<file path="config.mk">
export PLATFORM = sky130hd
export DESIGN_NAME = pipeline_ctrl
export DESIGN_NICKNAME = d
export VERILOG_FILES = /design/src/rtl/pipeline_ctrl_pkg.sv /design/src/rtl/pipeline_ctrl_pause_encoder.sv /design/src/rtl/pipeline_ctrl.sv
export SDC_FILE = /design/constraint.sdc
export NUM_CORES = 1
export LEC_CHECK = 0
export BUFFER_PORTS_ARGS = -buffer_cell sky130_fd_sc_hd__buf_2
export CAP_MARGIN = 20
export CORE_MARGIN = 1
export CORE_UTILIZATION = 51
export DETAILED_ROUTE_END_ITERATION = 8
export HOLD_SLACK_MARGIN = 0.1
export MAX_ROUTING_LAYER = met4
export PLACE_DENSITY = 0.86
export RECOVER_POWER = 100
export SLEW_MARGIN = 20
export SYNTH_ARGS = -nofsm -noshare
export SYNTH_HDL_FRONTEND = slang
export SYNTH_SLANG_ARGS = --single-unit
</file>
<file path="constraint.sdc">
create_clock -name clk -period 5.21 [get_ports clk]
set_input_delay 0 -clock clk [delete_from_list [all_inputs] [get_ports clk]]
set_output_delay 0 -clock clk [all_outputs]
set_load 0.01 [all_outputs]
</file>
<file path="src/rtl/pipeline_ctrl_pkg.sv">
// Shared pipeline control types: ctrl_t bundle, stage indices and controller state encoding.
package pipeline_types;

    localparam int PAUSE_W    = 7;
    localparam int STAGE_PC   = 0;
    localparam int STAGE_IF   = 1;
    localparam int STAGE_ID   = 2;
    localparam int STAGE_DISP = 3;
    localparam int STAGE_EX   = 4;
    localparam int STAGE_MEM  = 5;
    localparam int STAGE_WB   = 6;

    // Every stage except wb holds so the wb register can drain while sleeping.
    localparam logic [PAUSE_W-1:0] IDLE_PAUSE = 7'b0111111;

    typedef struct packed {
        logic [PAUSE_W-1:0] pause;
        logic               exception_flush;
    } ctrl_t;

    typedef enum logic [1:0] {
        ST_RUN   = 2'd0,
        ST_FLUSH = 2'd1,
        ST_IDLE  = 2'd2
    } ctrl_state_t;

    function automatic logic [2:0] highest_req(input logic [PAUSE_W-1:0] req);
        logic [2:0] idx;
        idx = 3'd0;
        for (int i = 0; i < PAUSE_W; i++) begin
            if (req[i]) idx = 3'(i);
        end
        return idx;
    endfunction

endpackage

</file>
<file path="src/rtl/pipeline_ctrl_pause_encoder.sv">
// Turns per-stage stall requests into a contiguous prefix pause vector: the highest
// requester pauses itself and every stage upstream of it. Purely combinational.
module pause_encoder
    import pipeline_types::*;
(
    input  logic [PAUSE_W-1:0] stall_req,
    output logic [PAUSE_W-1:0] pause
);

    logic acc;

    always_comb begin
        pause = '0;
        acc   = 1'b0;
        for (int i = PAUSE_W - 1; i >= 0; i--) begin
            acc      = acc | stall_req[i];
            pause[i] = acc;
        end
    end

endmodule

</file>
<file path="src/rtl/pipeline_ctrl.sv">
// Central pipeline controller: stall merge, exception/ertn flush sequencing, IDLE sleep, stall watchdog.
// Optional per-stage stall and flush performance counters under `STALL_PERF_EN.
module pipeline_ctrl
    import pipeline_types::*;
#(
    parameter int WATCHDOG_W = 16,
    parameter int PERF_W     = 32
) (
    input  logic                           clk,
    input  logic                           rst,
    input  logic [PAUSE_W-1:0]             stall_req,
    input  logic                           exception_req,
    input  logic [31:0]                    exception_pc,
    input  logic                           ertn_req,
    input  logic [31:0]                    ertn_pc,
    input  logic                           idle_req,
    input  logic                           interrupt_pending,
    output ctrl_t                          ctrl,
    output logic [31:0]                    flush_pc,
    output logic                           idle_state,
    output logic                           watchdog_timeout
`ifdef STALL_PERF_EN
    ,
    output logic [PAUSE_W-1:0][PERF_W-1:0] perf_stall_cnt,
    output logic [PERF_W-1:0]              perf_flush_cnt
`endif
);

    ctrl_state_t         state_q;
    logic                flush_q;
    logic                idle_q;
    logic [31:0]         flush_pc_q;
    logic [PAUSE_W-1:0]  enc_pause;
    logic [PAUSE_W-1:0]  pause;
    logic [WATCHDOG_W-1:0] wd_cnt_q, wd_cnt_d;
    logic                wd_to_q, wd_to_d;

    pause_encoder u_pause_encoder (
        .stall_req (stall_req),
        .pause     (enc_pause)
    );

    // Only RUN follows the stall requests; the pause path stays combinational.
    always_comb begin
        pause = '0;
        case (state_q)
            ST_RUN:   pause = enc_pause;
            ST_FLUSH: pause = '0;
            ST_IDLE:  pause = IDLE_PAUSE;
            default:  pause = '0;
        endcase
    end

    assign ctrl.pause           = pause;
    assign ctrl.exception_flush = flush_q;
    assign flush_pc             = flush_pc_q;
    assign idle_state           = idle_q;
    assign watchdog_timeout     = wd_to_q;

    always_ff @(posedge clk) begin
        if (rst) begin
            state_q    <= ST_RUN;
            flush_q    <= 1'b0;
            idle_q     <= 1'b0;
            flush_pc_q <= '0;
        end else begin
            case (state_q)
                ST_RUN: begin
                    if (exception_req) begin
                        state_q    <= ST_FLUSH;
                        flush_q    <= 1'b1;
                        flush_pc_q <= exception_pc;
                    end else if (ertn_req) begin
                        state_q    <= ST_FLUSH;
                        flush_q    <= 1'b1;
                        flush_pc_q <= ertn_pc;
                    end else if (idle_req) begin
                        state_q <= ST_IDLE;
                        idle_q  <= 1'b1;
                    end
                end
                ST_FLUSH: begin
                    state_q <= ST_RUN;
                    flush_q <= 1'b0;
                end
                ST_IDLE: begin
                    if (exception_req) begin
                        state_q    <= ST_FLUSH;
                        flush_q    <= 1'b1;
                        idle_q     <= 1'b0;
                        flush_pc_q <= exception_pc;
                    end else if (interrupt_pending) begin
                        state_q <= ST_RUN;
                        idle_q  <= 1'b0;
                    end
                end
                default: begin
                    state_q <= ST_RUN;
                    flush_q <= 1'b0;
                    idle_q  <= 1'b0;
                end
            endcase
        end
    end

    // Counts consecutive RUN cycles with the front end held; saturates rather than wraps.
    always_comb begin
        wd_cnt_d = '0;
        if (state_q == ST_RUN && pause[STAGE_PC]) begin
            wd_cnt_d = (&wd_cnt_q) ? wd_cnt_q : wd_cnt_q + WATCHDOG_W'(1);
        end
        wd_to_d = wd_to_q | (&wd_cnt_d);
    end

    always_ff @(posedge clk) begin
        if (rst) begin
            wd_cnt_q <= '0;
            wd_to_q  <= 1'b0;
        end else begin
            wd_cnt_q <= wd_cnt_d;
            wd_to_q  <= wd_to_d;
        end
    end

`ifdef STALL_PERF_EN
    logic [PAUSE_W-1:0][PERF_W-1:0] perf_stall_q;
    logic [PERF_W-1:0]              perf_flush_q;
    logic [2:0]                     origin;

    assign origin         = highest_req(stall_req);
    assign perf_stall_cnt = perf_stall_q;
    assign perf_flush_cnt = perf_flush_q;

    always_ff @(posedge clk) begin
        if (rst) begin
            perf_stall_q <= '0;
            perf_flush_q <= '0;
        end else begin
            if (state_q == ST_RUN && |stall_req) begin
                perf_stall_q[origin] <= perf_stall_q[origin] + PERF_W'(1);
            end
            if (state_q == ST_FLUSH) begin
                perf_flush_q <= perf_flush_q + PERF_W'(1);
            end
        end
    end
`endif

endmodule
</file>
==> key figures <==
Final layout
  – ANT cells: 0
  – Synth-to-layout area growth: 49.1%
  – Util after Layout: 0.812
  – Share of layout cells above drive strength 1: 0.184
  – Final net count: 556
  – Final-layout fill cell count: 243
  – Finished Layout Cells: 546
  – Design Area, Final: 0.00394 mm2

GRT
  – GRT overflow: 0
  – Largest net degree at the start of global routing: 65
  – GR Util All Layers: 0.444
  – Initial antenna violation count: 0
  – Global-route wire length before repair: 17.4 mm
  – Number of global-route vias before repair: 3348

Synthesis
  – Synth top area share: 0.402
  – Post-Syn Area: 0.00264 mm2
  – Most frequent cells after synthesis: nor2_1, dfxtp_1, a211oi_1, mux2i_1, nand2_1
  – Post-Synth Simple-Gate Area: 0.212
  – Post-Synthesis Cells: 305
  – Top FF cell, synth: dfxtp_1
  – Post-synth cell types: 44
  – Xor/xnor share of the synthesized area: 0.0266
  – Register area share after synthesis: 0.402
  – Synth Net Count: 383
  – Largest family of logic cells by synthesized area: simple AND/OR/NAND/NOR gates
  – Top post-synthesis cells by area: dfxtp_1, mux2i_1, a211oi_1, nor2_1, nand2_1
  – Synth Area per Inst: 8.65 um2
  – Register bit total from synthesis: 53
  – EDFF count, synth: 0
  – Count leader, synth: nor2_1
  – Synth Warn #: 0
  – Synth Area in Compound Gates: 0.181
  – Asr flop ratio synth: 0
  – Synth area leader: dfxtp_1
  – Adder-cell share of the synthesized area: 0.00474
  – Proportion of synthesized area in mux cells: 0.129

Floorplan
  – # IOs: 119
  – Die W: 73.9 um
  – CORE AREA: 0.00485 mm2
  – Std cell rows: 25
  – Starting density of the core: 0.544
  – Die area: 0.00547 mm2
  – Die span in y: 73.9 um

Detailed routing
  – Drt total wl: 11.4 mm
  – Vias/cell: 6.33
  – Vias: 3458
  – DRC: 0
  – 1st-iter DRT viols: 483
  – Routed len/inst: 20.9 um
  – DRT antenna net count: 0
  – First-pass DRT Iterations: 5

Pwr
  – Leakage power: 1.64 nW
  – Worst IR Drop VDD: 0.168 mV
  – PD cells: 239 mW/mm2

Critical path
  – Critical-path top delay cell: dfxtp_1
  – Flop2flop setup slack: 2.39 ns
  – Critical Path Source Type: register
  – Worst setup path startpoint: state_q[0]
  – CP Cell Sequence: inv_1, a21oi_4, buf_4, mux2i_1, dlygate4sd3_1, a211oi_1
  – WP data arrival: 3.03 ns
  – Worst Path Buf+Inv: 3
  – R2R Path Start: state_q[0]
  – Crit path largest cell delay: 0.64 ns
  – Worst R2R Path Depth: 6
  – Critical path endpoint category: register
  – CP Max Fanout: 32
  – CP top delay family: buffers and inverters
  – Crit Reg-Reg Endpoint: flush_pc[8]
  – Data required time of the worst path: 5.41 ns
  – Critical path class: register to register

Timing
  – Final TNS setup: 0 ns
  – Slew Limit Headroom: 0.508
  – RSZ-0062 raised after global routing: false
  – Achievable Freq: 0.354 GHz
  – Final Max Slew Viols: 0
  – Final hold vios: 0
  – Min cycle time layout: 2.82 ns
  – Clock Skew: 0.00906 ns
  – Least-Margin Pin Slew: 0.737 ns
  – Final setup vio count: 0
  – Final Cycle Share: 0.542

CTS
  – CTS clk-pin slew, worst paths: 0.10 ns
  – Root buf cell: clkbuf_8
  – Clock Sinks: 53
  – CTS tree: yes
  – Htree depth: 2
  – Post-cts repair resize count: 0
  – Maximum buffer depth of the clock tree: 2
  – TritonCTS Buffers: 5
  – Clock Latency Late Sink: 0.31 ns

Run
  – Max_cap viols: 0

Min path
  – WHS Path Cells: 3
  – Hold Crit Start: ertn_req
  – Worst hold endpoint: state_q[0]
  – Class of the worst hold path: input pin to register

Placed design
  – Cells after DPL: 472
  – Post-DP HPWL: 4.89 mm
  – Post-placement cell area: 0.00327 mm2
  – I/O Buffers: 118
  – Placer Congestion: 0.881

Outcome
  – Outcome: finished clean
## registers in the layout, indices dropped and copies added, names as in the netlist
name              count
state_q               2
watchdog_timeout      1
flush_pc             32
flush_q               1
wd_cnt_q             16
idle_state            1
## where the power goes
part / internal, mW / switching (mW) / total, mW
sequential: 0.434 / 0.0270 / 0.461
clock: 0.0956 / 0.141 / 0.236
combinational: 0.113 / 0.129 / 0.241
total: 0.643 / 0.296 / 0.939
## per-layer routing
| metal | GRT usage | part of all wire | vias to the layer above |
|---|---|---|---|
| li1 | - | - | 1446 |
| met1 | 0.524 | 0.36 | 1579 |
| met2 | 0.678 | 0.47 | 337 |
| met3 | 0.102 | 0.10 | 96 |
| met4 | 0.288 | 0.068 | 0 |
| met5 | - | 0 | - |
## stage by stage
stage | hold slack, ns | power [mW] | worst slack, ns
after floorplan | 0.0787 | 0.556 | 3.25
after CTS | 0.104 | 0.900 | 2.67
after global placement | 0.263 | 0.628 | 3.14
final | 0.127 | 0.939 | 2.39
after global routing | 0.121 | 0.964 | 2.34
after detailed placement | 0.276 | 0.634 | 2.96
## layout make-up
class / instances / area, um2 / area share
clock buffers: 7 / 76.3 / 0.0194
clock inverters: 1 / 7.51 / 0.00191
inverters: 7 / 26.3 / 0.00668
multi-input cells: 224 / 1460 / 0.371
flip-flops and latches: 53 / 1060 / 0.270
well taps: 67 / 83.8 / 0.0213
repair buffers: 187 / 1220 / 0.310
## repair_timing
item,4_1_cts,5_1_grt
endpoints found under the hold margin,34,0
setup buffers,0,0
hold buffers,66,0
## cell families (layout without fill, tap and decap cells)
group / after synthesis / count (layout)
compound gates: 65 / 65
xor+xnor: 8 / 8
fa+ha+maj: 1 / 1
buf+inv: 28 / 202
flops: 53 / 53
mux: 34 / 34
simple gates: 116 / 116
## tightest hold or removal path, stage by stage
cell and delay, ns:
buf_2 0.11, a21oi_1 0.14, nor3_1 0.13
## worst max-delay path by stage
stage,cells after the start,to
2_1_floorplan,8,watchdog_timeout
5_1_grt,6,flush_pc[26]
3_5_place_dp,7,watchdog_timeout
4_1_cts,6,flush_pc[7]
6_report,6,flush_pc[8]
3_3_place_gp,7,watchdog_timeout
## cell usage in the layout (no fill, tap or decap), drive strengths merged
master and count:
a2111oi 1, a211o 1, a211oi 34, a21o 4, a21oi 9, a31oi 1
a32oi 1, a41oi 1, and2 1, and3 7, and4 2, buf 79
clkbuf 49, clkinvlp 1, dfxtp 53, dlygate4sd3 66, ha 1, inv 7
mux2i 34, nand2 16, nand3 10, nand3b 1, nand4 2, nand4b 2
nor2 55, nor2b 4, nor3 9, nor3b 2, nor4 4, nor4b 1
o2111ai 1, o211ai 1, o21ai 4, o21bai 1, o2bb2ai 2, o311ai 1
o32ai 1, o41ai 2, xnor2 6, xor2 2
Power figures use the tool's default switching activity.
